File: src/rtl/cb_cfg_loader.sv
// cb_cfg_loader: ID-addressed bit-serial configuration loader for one connection block
//
// Frames arrive on a daisy-chained serial bus: ID_WIDTH ID bits (MSB first),
// then CFG_SIZE payload bits (first payload bit ends up in cfg[0]).
// A frame whose ID equals ID (or is all-ones, broadcast) is shifted into a
// staging register and copied to cfg in a single cycle, so the cb muxes never
// see a partially loaded vector. Every input bit is forwarded one cycle late.
//
// Optional feature macro: CB_CFG_PARITY_EN
//   Adds one even-parity bit after the payload and the cfg_perr output. A frame
//   with bad parity leaves cfg untouched and pulses cfg_perr instead of cfg_done.
//
// Ports:
//   clk            in   1         fabric/config clock
//   rst_n          in   1         async active-low reset (released synchronously)
//   cfg_in_start   in   1         1-cycle pulse alongside the first ID bit
//   cfg_bit_in     in   1         serial config data
//   cfg_out_start  out  1         cfg_in_start delayed 1 cycle
//   cfg_bit_out    out  1         cfg_bit_in delayed 1 cycle
//   cfg            out  CFG_SIZE  committed config vector
//   cfg_busy       out  1         high while a frame is in progress
//   cfg_done       out  1         1-cycle pulse when cfg is updated
//   cfg_perr       out  1         1-cycle pulse on parity failure (CB_CFG_PARITY_EN only)
module cb_cfg_loader #(
    parameter int CFG_SIZE = 256,
    parameter int ID_WIDTH = 3,
    parameter int ID       = 7
) (
    input  logic                clk,
    input  logic                rst_n,
    input  logic                cfg_in_start,
    input  logic                cfg_bit_in,
    output logic                cfg_out_start,
    output logic                cfg_bit_out,
    output logic [CFG_SIZE-1:0] cfg,
    output logic                cfg_busy,
`ifdef CB_CFG_PARITY_EN
    output logic                cfg_done,
    output logic                cfg_perr
`else
    output logic                cfg_done
`endif
);
    localparam int CW = $clog2(CFG_SIZE + 1);
`ifdef CB_CFG_PARITY_EN
    localparam int PL_BITS = CFG_SIZE + 1;
`else
    localparam int PL_BITS = CFG_SIZE;
`endif
    localparam logic [CW-1:0]       ID_LAST = CW'(ID_WIDTH - 1);
    localparam logic [CW-1:0]       PL_LAST = CW'(PL_BITS - 1);
    localparam logic [CW-1:0]       PL_DATA = CW'(CFG_SIZE);
    localparam logic [ID_WIDTH-1:0] MY_ID   = ID_WIDTH'(ID);

    typedef enum logic [2:0] {S_IDLE, S_ID, S_LOAD, S_SKIP, S_COMMIT} state_t;

    state_t                state, nxt;
    logic   [1:0]          rst_q;
    logic                  rst_s;
    logic   [CW-1:0]       cnt;
    logic   [ID_WIDTH-1:0] id_sr, id_field;
    logic   [CFG_SIZE-1:0] stage;
    logic                  id_hit, last_id, last_pl;
    logic                  shift_en, cnt_run, commit, commit_ok;

    // Reset asserts immediately but is released only after two clean clock
    // edges, so no flop leaves reset on a partial cycle.
    always_ff @(posedge clk or negedge rst_n)
        if (!rst_n) rst_q <= 2'b00;
        else        rst_q <= {rst_q[0], 1'b1};
    assign rst_s = rst_q[1];

    // The ID decision is made while the last ID bit is still on the input,
    // so the field is the bits collected so far plus the live bit.
    assign id_field = {id_sr[ID_WIDTH-2:0], cfg_bit_in};
    assign id_hit   = (id_field == MY_ID) || (&id_field);
    assign last_id  = cnt == ID_LAST;
    assign last_pl  = cnt == PL_LAST;

    // State register
    always_ff @(posedge clk or negedge rst_s)
        if (!rst_s) state <= S_IDLE;
        else        state <= nxt;

    // Next-state logic; a start pulse always restarts ID collection,
    // aborting whatever frame was in progress.
    always_comb begin
        nxt = state;
        if (cfg_in_start) nxt = S_ID;
        else
            case (state)
                S_ID:     nxt = last_id ? (id_hit ? S_LOAD : S_SKIP) : S_ID;
                S_LOAD:   nxt = last_pl ? S_COMMIT : S_LOAD;
                S_SKIP:   nxt = last_pl ? S_IDLE : S_SKIP;
                S_COMMIT: nxt = S_IDLE;
                default:  nxt = S_IDLE;
            endcase
    end

    // Output / control decode
    always_comb begin
        cfg_busy = state != S_IDLE;
        shift_en = (state == S_LOAD) && (cnt < PL_DATA);
        cnt_run  = (state == S_ID) || (state == S_LOAD) || (state == S_SKIP);
        commit   = state == S_COMMIT;
    end

    // Field bit counter: starts at 1 because the start cycle already carries
    // the ID MSB; cleared when each field ends so it never wraps.
    always_ff @(posedge clk or negedge rst_s)
        if (!rst_s)            cnt <= '0;
        else if (cfg_in_start) cnt <= CW'(1);
        else if (cnt_run)      cnt <= ((state == S_ID) ? last_id : last_pl) ? '0 : cnt + CW'(1);
        else                   cnt <= '0;

    always_ff @(posedge clk or negedge rst_s)
        if (!rst_s)                              id_sr <= '0;
        else if (cfg_in_start || state == S_ID) id_sr <= id_field;

    always_ff @(posedge clk or negedge rst_s)
        if (!rst_s)        stage <= '0;
        else if (shift_en) stage <= {cfg_bit_in, stage[CFG_SIZE-1:1]};

`ifdef CB_CFG_PARITY_EN
    logic par;

    // Running XOR over payload and parity bit; zero means even parity.
    always_ff @(posedge clk or negedge rst_s)
        if (!rst_s)              par <= 1'b0;
        else if (cfg_in_start)   par <= 1'b0;
        else if (state == S_LOAD) par <= par ^ cfg_bit_in;

    assign commit_ok = commit && !par;

    always_ff @(posedge clk or negedge rst_s)
        if (!rst_s) cfg_perr <= 1'b0;
        else        cfg_perr <= commit && par;
`else
    assign commit_ok = commit;
`endif

    // The commit still completes if a new start arrives in the COMMIT cycle:
    // the start only touches the ID path, never stage or cfg.
    always_ff @(posedge clk or negedge rst_s)
        if (!rst_s) begin
            cfg      <= '0;
            cfg_done <= 1'b0;
        end else begin
            cfg_done <= commit_ok;
            if (commit_ok) cfg <= stage;
        end

    // Chain forwarding is unconditional.
    always_ff @(posedge clk or negedge rst_s)
        if (!rst_s) begin
            cfg_out_start <= 1'b0;
            cfg_bit_out   <= 1'b0;
        end else begin
            cfg_out_start <= cfg_in_start;
            cfg_bit_out   <= cfg_bit_in;
        end
endmodule
File: config.mk
export PLATFORM = sky130hd
export DESIGN_NAME = cb_cfg_loader
export DESIGN_NICKNAME = d
export VERILOG_FILES = /design/src/rtl/cb_cfg_loader.sv
export SDC_FILE = /design/constraint.sdc
export NUM_CORES = 1
export LEC_CHECK = 0
export CAP_MARGIN = 25
export CORE_MARGIN = 10
export CORE_UTILIZATION = 35
export CTS_BUF_LIST = sky130_fd_sc_hd__clkbuf_16
export DETAILED_ROUTE_END_ITERATION = 6
export MAX_ROUTING_LAYER = met4
export PLACE_DENSITY = 0.62
export SYNTH_ARGS = -nofsm -noshare
export SYNTH_HDL_FRONTEND = slang
export SYNTH_SLANG_ARGS = --single-unit
File: constraint.sdc
create_clock -name clk -period 31.9 [get_ports clk]
set_input_delay 6.38 -clock clk [delete_from_list [all_inputs] [get_ports clk]]
set_output_delay 6.38 -clock clk [all_outputs]
set_load 0.02 [all_outputs]
==> results of run 1 <==
path summary, 6_finish.rpt:
kind | startpoint | slack (ps) | endpoint | cells past startpoint
worst max-delay path | state[0]$_DFF_PN0_ | 23480 | cfg_busy | 2
worst min-delay path | rst_q[1]$_DFF_PN0_ | 190 | cnt[3]$_DFF_PN0_ | 0
worst max register to register | state[0]$_DFF_PN0_ | 28180 | cfg[227]$_DFFE_PN0P_ | 5
worst min register to register | rst_q[1]$_DFF_PN0_ | 190 | cnt[3]$_DFF_PN0_ | 0
max in group asynchronous | rst_n | 25800 | rst_q[1]$_DFF_PN0_ | 1
min in group clk | rst_q[0]$_DFF_PN0_ | 350 | rst_q[1]$_DFF_PN0_ | 0
cell families (layout without fill, tap and decap cells):
group | Yosys count | after routing | synth area share
xor+xnor | 3 | 3 | 0.00127
simple gates | 33 | 33 | 0.00934
other cells | 1 | 1 | 0.000182
mux | 514 | 514 | 0.315
compound gates | 12 | 12 | 0.00443
fa+ha+maj | 4 | 4 | 0.00243
flops | 531 | 531 | 0.644
buf+inv | 61 | 382 | 0.0230
power by group through the flow:
stage / sequential (W) / clock [W] / combinational (W)
2_1_floorplan: 0.000701 / 0 / 0.0000123
3_3_place_gp: 0.000694 / 0 / 0.0000275
3_5_place_dp: 0.000694 / 0 / 0.0000285
4_1_cts: 0.000682 / 0.000617 / 0.0000286
5_1_grt: 0.000681 / 0.000644 / 0.0000342
6_report: 0.000680 / 0.000595 / 0.0000302
cell usage after synthesis (3+ instances only):
| cell type | number | area, sq um |
|---|---|---|
| inv_1 | 3 | 11.3 |
| o21ai_0 | 3 | 15.0 |
| buf_2 | 28 | 140 |
| nor2_1 | 3 | 11.3 |
| buf_4 | 4 | 30.0 |
| a211oi_1 | 4 | 30.0 |
| nor3_1 | 6 | 30.0 |
| buf_6 | 26 | 293 |
| dfrtp_1 | 531 | 13300 |
| ha_1 | 4 | 50.1 |
| mux2_1 | 110 | 1240 |
| nand3_1 | 6 | 30.0 |
| mux2_4 | 188 | 2820 |
| mux2_2 | 216 | 2430 |
| or3_1 | 4 | 25.0 |
layout by cell type (no fill, tap or decap), types with 2 or more instances in the layout:
| master | n |
|---|---|
| clkbuf_16 | 59 |
| mux2_4 | 188 |
| clkinv_2 | 8 |
| xor2_1 | 2 |
| nor2_1 | 3 |
| nor3_1 | 6 |
| clkinv_1 | 11 |
| o21ai_0 | 3 |
| or3_1 | 4 |
| buf_16 | 4 |
| nand2b_1 | 2 |
| buf_4 | 15 |
| inv_6 | 2 |
| nand3_1 | 6 |
| clkinvlp_4 | 2 |
| a2111o_1 | 2 |
| ha_1 | 4 |
| mux2_1 | 110 |
| and3_1 | 2 |
| inv_1 | 17 |
| nor4b_1 | 2 |
| nor3b_1 | 2 |
| mux2_2 | 216 |
| dfrtp_1 | 530 |
| clkdlybuf4s50_1 | 263 |
| a211oi_1 | 4 |
flip-flops by register name (all words and copies together) (netlist names):
signal         flops
state              3
cfg_out_start      1
cnt                9
cfg_done           1
id_sr              2
cfg              256
stage            256
cfg_bit_out        1
rst_q              2
worst register-to-register path: cells and delay by family, from the launching register on:
| kind | cells | cell delay (ps) |
|---|---|---|
| buf+inv | 2 | 1730 |
| simple gates | 2 | 930 |
| flops | 1 | 480 |
| mux | 1 | 460 |
final cells by class:
cell class,instances,share of cell area
clock buffers,59,0.0575
clock inverters,38,0.00766
inverters,3,0.000439
multi-input cells,567,0.268
flip-flops and latches,531,0.518
well taps,765,0.0373
repair buffers,282,0.111
per-layer routing:
layer	vias up	wire, um	global-route usage
met3	64	2180	0.0316
met2	190	20000	0.192
met5	-	0	-
met4	0	932	0.0354
li1	4683	-	-
met1	5494	18200	0.151
through the flow:
stage / utilization / total power (W) / hold WS, ps / std cells
floorplan: - / 0.000714 / 331 / 1159
detailed placement: 0.411 / 0.000723 / 336 / 2144
global placement: 0.411 / 0.000721 / 337 / 2144
global route: 0.442 / 0.00136 / 206 / 2245
finish: 0.442 / 0.00131 / 188 / 2245
CTS: 0.440 / 0.00133 / 349 / 2241
==> flow_summary.json, run 1 <==
{
  "status": "complete, no violations",
  "combPwrFrac": 0.023,
  "grt_use_total": 0.121,
  "cp-start-kind": "flop",
  "p_int_w": 0.00102,
  "viasPerCell": 4.65,
  "diodes": 0,
  "pwr-share-seq": 0.521,
  "cpMaxStageDelayCell": "clkdlybuf4s50_1",
  "drv_cap": 0,
  "ys.flop_type": "dfrtp_1",
  "clockPowerShare": 0.456,
  "fp.coreArea_sq_mm": 0.0580,
  "drt_wl_total_um": 41300,
  "synthDistinctLibCells": 32,
  "clkTransAtPathRegs_ps": 60,
  "synth-seq-cells": 531,
  "grt_pass1_wl_um": 66800,
  "rsz0062_at_grt": "no",
  "syn_to_final_growth_pct": 24.4,
  "max_freq_mhz": 119,
  "synth.avg_cell_area_sq_um": 17.8,
  "rows": 88,
  "synth_cells": 1159,
  "power_density_mw_per_mm2": 50.9,
  "tritoncts": "yes",
  "io_pins": 264,
  "hold_viol": 0,
  "critPathRequiredTime_ps": 25520,
  "drc": 0,
  "cts_root_buffer": "clkbuf_16",
  "path_cells": "or3_1, clkdlybuf4s50_1",
  "slew_headroom": 0.321,
  "cp-end-kind": "output pin",
  "h-tree-depth": 2,
  "antenna_found_initial": 0,
  "hold_path.class": "reg -> async",
  "dp_hpwl_um": 27000,
  "drive_gt1_frac": 0.336,
  "path_buf_inv": 1,
  "cp.arrival_ps": 2040,
  "slowest_delay_ps": 560,
  "p_sw_frac": 0.216,
  "grt-ovfl-total": 0,
  "cts.repair.resized": 0,
  "vdd_drop_max_v": 0.0000336,
  "period_minus_slack_ps": 8420,
  "die_w_um": 263,
  "path_delay_family": "buffers and inverters",
  "critPathKind": "reg -> out",
  "cts_hold_buffers": 0,
  "tightest_slew_ps": 1020,
  "worst_slack_ps": 23480,
  "design_area_sq_mm": 0.0257,
  "p_leak_nw": 12.4,
  "synth-edff-count": 0,
  "switching_power_w": 0.000282,
  "clock_sinks": 531,
  "dpl_worst_slack_ps": 24090,
  "placed_area_sq_mm": 0.0239,
  "grt_pass1_vias": 11200,
  "finalSetupViolations": 0,
  "num-fill-cells": 5078,
  "final_antenna_net_count": 0,
  "period_share": 0.264,
  "dr.pass1.iters": 4,
  "syn_nets": 1167,
  "gp_congestion": 0.738,
  "regArea_sq_mm": 0.0133,
  "drtIter0Drc": 457,
  "synthArstFlopShare": 1.00,
  "maxSlewViolCount": 0,
  "post_cts_buffers": 0,
  "initial_core_util": 0.355,
  "syn_area_sq_mm": 0.0206,
  "clk_latency_ps": 590,
  "port_buffers": 263,
  "yosys_warnings": 0,
  "crit_fanout": 9,
  "cts_buffer_depth": 3,
  "die_area_sq_mm": 0.0690,
  "ys_seq_area_frac": 0.644,
  "numCtsBuffers": 57,
  "finalSetupTns_ps": 0,
  "fin_worst_skew_ps": 16.9,
  "avgRoutedWirePerCell_um": 18.4,
  "multi_input_area_sq_mm": 0.00687,
  "fin_nets": 1450,
  "fp.dieH_um": 263,
  "grt_max_degree": 80,
  "num_vias": 10400
}
(Power assumes the default switching activity.)
==> run 2, diff against run 1 <==
clock period = 8 ns   (was 31.9 ns; I/O delays follow)
==> run 2 against run 1 <==
Via count did not move. Combinational power increased to 3.7 times the previous value. Critical endpoint unchanged. Final cell count down 0.22%. Die area stayed put. First-iteration DRC count rose by 5.9%. Critical path type unchanged. Setup slack lost 19000 ps. Core utilization fell by 0.17 points. Sequential cell count is the same.
==> flow_summary.json, run 2 (synthesis results as in run 1) <==
{
  "clockPowerShare": 0.455,
  "drtIter0Drc": 484,
  "critPathRequiredTime_ps": 6400,
  "period_minus_slack_ps": 3640,
  "combPwrFrac": 0.021,
  "numCtsBuffers": 55,
  "die_area_sq_mm": 0.0690,
  "finalSetupTns_ps": 0,
  "top_regs": "cfg (256), stage (256), cnt (9)",
  "p_leak_nw": 12.3,
  "final_antenna_net_count": 0,
  "switching_power_w": 0.00114,
  "grt-ovfl-total": 0,
  "vdd_drop_max_v": 0.000136,
  "h-tree-depth": 2,
  "rows": 88,
  "port_buffers": 263,
  "worst_r2r_endpoint": "cfg[155]$_DFFE_PN0P_",
  "clock_sinks": 531,
  "fin_nets": 1440,
  "cp.arrival_ps": 2040,
  "viasPerCell": 4.66,
  "fin_worst_skew_ps": 12.4,
  "critPathKind": "reg -> out",
  "hold_path.class": "reg -> reg",
  "cp-start-kind": "flop",
  "drt_wl_total_um": 40800,
  "cts.repair.resized": 0,
  "clkTransAtPathRegs_ps": 60,
  "gp_congestion": 0.747,
  "num_vias": 10400,
  "layout_common_cells": "dfrtp_1 (530), clkdlybuf4s50_1 (263), mux2_2 (216)",
  "fp.coreArea_sq_mm": 0.0580,
  "p_sw_frac": 0.219,
  "avgRoutedWirePerCell_um": 18.2,
  "power_density_mw_per_mm2": 203,
  "reg2regPathDepth": 4,
  "p_int_w": 0.00406,
  "io_pins": 264,
  "cts_buffer_depth": 3,
  "drive_gt1_frac": 0.331,
  "clk_latency_ps": 600,
  "grt_pass1_vias": 11300,
  "rsz0062_at_grt": "no",
  "tritoncts": "yes",
  "placed_area_sq_mm": 0.0239,
  "syn_to_final_growth_pct": 23.9,
  "r2r-start": "state[0]$_DFF_PN0_",
  "startpoint": "state[0]$_DFF_PN0_",
  "worst_slack_ps": 4360,
  "final_common_cell": "dfrtp_1",
  "dp_hpwl_um": 26500,
  "max_freq_mhz": 275,
  "cts_hold_buffers": 0,
  "grt_pass1_wl_um": 66300,
  "drv_cap": 0,
  "dpl_worst_slack_ps": 4930,
  "num-fill-cells": 5104,
  "slew_headroom": 0.246,
  "drc": 0,
  "period_share": 0.454,
  "regArea_sq_mm": 0.0133,
  "tightest_slew_ps": 1130,
  "cts_root_buffer": "clkbuf_16",
  "status": "complete, no violations",
  "finalSetupViolations": 0,
  "maxSlewViolCount": 0,
  "grt_use_total": 0.120,
  "cp-end-kind": "output pin",
  "antenna_found_initial": 0,
  "crit_fanout": 9,
  "hold_viol": 0,
  "fin_hold_ws_ps": 349,
  "diodes": 0,
  "design_area_sq_mm": 0.0256,
  "pwr-share-seq": 0.523,
  "fp.dieH_um": 263,
  "cp-endpoint": "cfg_busy",
  "dr.pass1.iters": 4,
  "grt_max_degree": 157,
  "die_w_um": 263,
  "post_cts_buffers": 0,
  "initial_core_util": 0.355,
  "multi_input_area_sq_mm": 0.00687,
  "r2r_slack_ps": 4990
}
[run 2: cell count changes in the layout (fill, tap and decap cells not counted), sizes merged]
cell | before | now
clkbuf | 59 | 56
bufinv | 1 | 2
clkinv | 19 | 25
clkinvlp | 2 | 1
buf | 19 | 11
[run 2: power groups by stage]
stage	Combinational [W]	Sequential, W	Clock [W]
floorplan	0.0000490	0.00279	0
detailed placement	0.000116	0.00277	0
CTS	0.000116	0.00272	0.00246
finish	0.000111	0.00272	0.00237
global placement	0.000112	0.00277	0
global route	0.000128	0.00272	0.00256
[run 2: area by class of cell]
type                       instances  area share
sequential                       531       0.520
multi-input combinational        567       0.269
timing repair buffer             274       0.108
clock buffer                      56      0.0548
tap                              765      0.0375
clock inverter                    44      0.0102
inverter                           3    0.000441
[run 2: through the flow]
| stage | util | instances | total power [W] |
|---|---|---|---|
| 2_1_floorplan | - | 1159 | 0.00284 |
| 3_3_place_gp | 0.412 | 2140 | 0.00288 |
| 3_5_place_dp | 0.412 | 2140 | 0.00288 |
| 4_1_cts | 0.440 | 2240 | 0.00529 |
| 5_1_grt | 0.440 | 2240 | 0.00541 |
| 6_report | 0.440 | 2240 | 0.00519 |
[run 2: routing by layer]
| layer | GRT usage | wire [um] |
|---|---|---|
| met1 | 0.144 | 17700 |
| met2 | 0.196 | 20200 |
| met3 | 0.0299 | 1980 |
| met4 | 0.0363 | 888 |
| met5 | - | 0 |
[run 2: how the worst min path moves through the flow]
| stage | start | endpoint | slack (ps) | cells after the start |
|---|---|---|---|---|
| after floorplan | rst_q[0]$_DFF_PN0_ | rst_q[1]$_DFF_PN0_ | 330 | 0 |
| after global placement | rst_q[0]$_DFF_PN0_ | rst_q[1]$_DFF_PN0_ | 340 | 0 |
| after detailed placement | rst_q[0]$_DFF_PN0_ | rst_q[1]$_DFF_PN0_ | 340 | 0 |
| after CTS | rst_q[0]$_DFF_PN0_ | rst_q[1]$_DFF_PN0_ | 360 | 0 |
| after global routing | rst_q[0]$_DFF_PN0_ | rst_q[1]$_DFF_PN0_ | 380 | 0 |
| final | rst_q[0]$_DFF_PN0_ | rst_q[1]$_DFF_PN0_ | 350 | 0 |
[run 2: worst max-delay path, stage by stage (launching register included)]
cell and delay, ps:
dfrtp_1 480, or3_1 410, clkdlybuf4s50_1 560
==> run 3, diff against run 2 <==
clock period = 3.8 ns   (was 8 ns; I/O delays follow)
==> run 3 against run 2 <==
Non-clock buffer count up 21. Worst hold slack worse by 16 ps. Clock-buffer cell count decreased by 1. Cell area is 1.3% higher. Combinational power increased by 130%. Die area unchanged. Global-route usage increased by 0.60 points. Clock skew up 8.9 ps. Sequential share of layout area decreased by 0.67 points. Highest routed layer unchanged.
==> flow_summary.json, run 3 (synthesis results as in run 1) <==
{
  "drv_cap": 0,
  "top_regs": "cfg (256), stage (256), cnt (9)",
  "layout_common_cells": "dfrtp_1 (530), clkdlybuf4s50_1 (263), mux2_2 (216)",
  "cts_root_buffer": "clkbuf_16",
  "max_freq_mhz": 357,
  "dr.pass1.iters": 4,
  "crit_fanout": 9,
  "p_int_w": 0.00886,
  "fin_nets": 1461,
  "finish.utilization": 0.446,
  "cts.repair.resized": 0,
  "p_total_w": 0.0113,
  "finalSetupViolations": 0,
  "critPathRequiredTime_ps": 3040,
  "switching_power_w": 0.00244,
  "rsz0062_at_grt": "no",
  "rows": 88,
  "cp.arrival_ps": 2040,
  "fp.dieH_um": 263,
  "num_vias": 10400,
  "antenna_found_initial": 0,
  "path_buf_inv": 1,
  "final_cells": 2264,
  "finalSetupTns_ps": 0,
  "p_leak_nw": 12.5,
  "fin_worst_skew_ps": 21.3,
  "clk_latency_ps": 600,
  "fp.coreArea_sq_mm": 0.0580,
  "final_antenna_net_count": 0,
  "slew_headroom": 0.359,
  "cts_hold_buffers": 0,
  "path_delay_family": "buffers and inverters",
  "drt_wl_total_um": 42300,
  "placed_cells": 2161,
  "combPwrFrac": 0.022,
  "p_sw_frac": 0.216,
  "post_cts_buffers": 0,
  "die_area_sq_mm": 0.0690,
  "io_pins": 264,
  "grt_pass1_vias": 11700,
  "reg2regPathDepth": 4,
  "drtIter0Drc": 349,
  "port_buffers": 263,
  "cp-start-kind": "flop",
  "vdd_drop_max_v": 0.000296,
  "final_common_cell": "dfrtp_1",
  "drc": 0,
  "grt_pass1_wl_um": 69200,
  "grt_max_degree": 149,
  "grt_use_total": 0.126,
  "cpMaxStageDelayCell": "clkdlybuf4s50_1",
  "period_share": 0.737,
  "avgRoutedWirePerCell_um": 18.7,
  "r2r-start": "state[0]$_DFF_PN0_",
  "tritoncts": "yes",
  "viasPerCell": 4.61,
  "hold_viol": 0,
  "gp_congestion": 0.738,
  "worst_r2r_endpoint": "cfg[29]$_DFFE_PN0P_",
  "cts_buffer_depth": 3,
  "path_depth": 2,
  "fin_hold_ws_ps": 333,
  "path_cells": "or3_1, clkdlybuf4s50_1",
  "maxSlewViolCount": 0,
  "critPathKind": "reg -> out",
  "status": "complete, no violations",
  "r2r_slack_ps": 1410,
  "period_minus_slack_ps": 2800,
  "die_w_um": 263,
  "clockPowerShare": 0.472,
  "cp-end-kind": "output pin",
  "slowest_delay_ps": 570,
  "grt-ovfl-total": 0,
  "clock_sinks": 531,
  "h-tree-depth": 2,
  "clkTransAtPathRegs_ps": 60,
  "diodes": 0,
  "initial_core_util": 0.355,
  "hold_path.class": "in -> async",
  "pwr-share-seq": 0.506,
  "drive_gt1_frac": 0.344,
  "tightest_slew_ps": 961,
  "syn_to_final_growth_pct": 25.6,
  "power_density_mw_per_mm2": 436,
  "dp_hpwl_um": 28000,
  "numCtsBuffers": 55
}
==> run 3: cell count changes in the layout (fill, tap and decap cells not counted), moves of 2 or more <==
cell,previous run,this run
buf_4,7,24
bufinv_16,2,7
inv_1,18,13
buf_12,4,8
clkinv_2,6,9
clkinv_4,3,0
clkinvlp_4,1,3
==> run 3: how the worst max path moves through the flow <==
stage / endpoint / slack (ps) / start
floorplan: cfg[0]$_DFFE_PN0P_ / -1370 / rst_q[1]$_DFF_PN0_
global placement: cfg[17]$_DFFE_PN0P_ / 1420 / state[0]$_DFF_PN0_
detailed placement: cfg[29]$_DFFE_PN0P_ / 1370 / state[0]$_DFF_PN0_
CTS: cfg_busy / 940 / state[0]$_DFF_PN0_
global route: cfg_busy / 900 / state[0]$_DFF_PN0_
finish: cfg_busy / 1000 / state[0]$_DFF_PN0_
==> run 3: worst register-to-register path: cells and delay by family (launching register included) <==
kind / cells / cell delay (ps)
and+or+nand+nor: 2 / 960
muxes: 1 / 370
buffers and inverters: 1 / 480
DFF: 1 / 470
==> run 3: power by group through the flow <==
stage,registers [W],logic (W),clock network [W]
floorplan,0.00588,0.000103,0
global placement,0.00582,0.000253,0
detailed placement,0.00582,0.000260,0
CTS,0.00572,0.000260,0.00553
global route,0.00572,0.000287,0.00576
finish,0.00572,0.000250,0.00533
==> run 3: final cells by class <==
cell class	count	area [sq um]
Clock inverter	48	413
Clock buffer	55	1380
Tap cell	765	957
Multi-Input combinational cell	567	6870
Timing Repair Buffer	295	2970
Inverter	3	11.3
Sequential cell	531	13300
Fill cell	5061	32100
==> run 3: through the flow <==
step	worst slack, ps	area, sq um
2_1_floorplan	-1370	20600
4_1_cts	943	25900
6_report	1000	25900
5_1_grt	901	25900
3_5_place_dp	1370	24100
3_3_place_gp	1420	24100
==> run 3: routing by layer <==
metal | up-vias | GRT usage | share of wire
met1 | 5464 | 0.154 | 0.43
li1 | 4724 | - | -
met5 | - | - | 0
met4 | 0 | 0.0347 | 0.020
met3 | 70 | 0.0308 | 0.049
met2 | 172 | 0.204 | 0.50
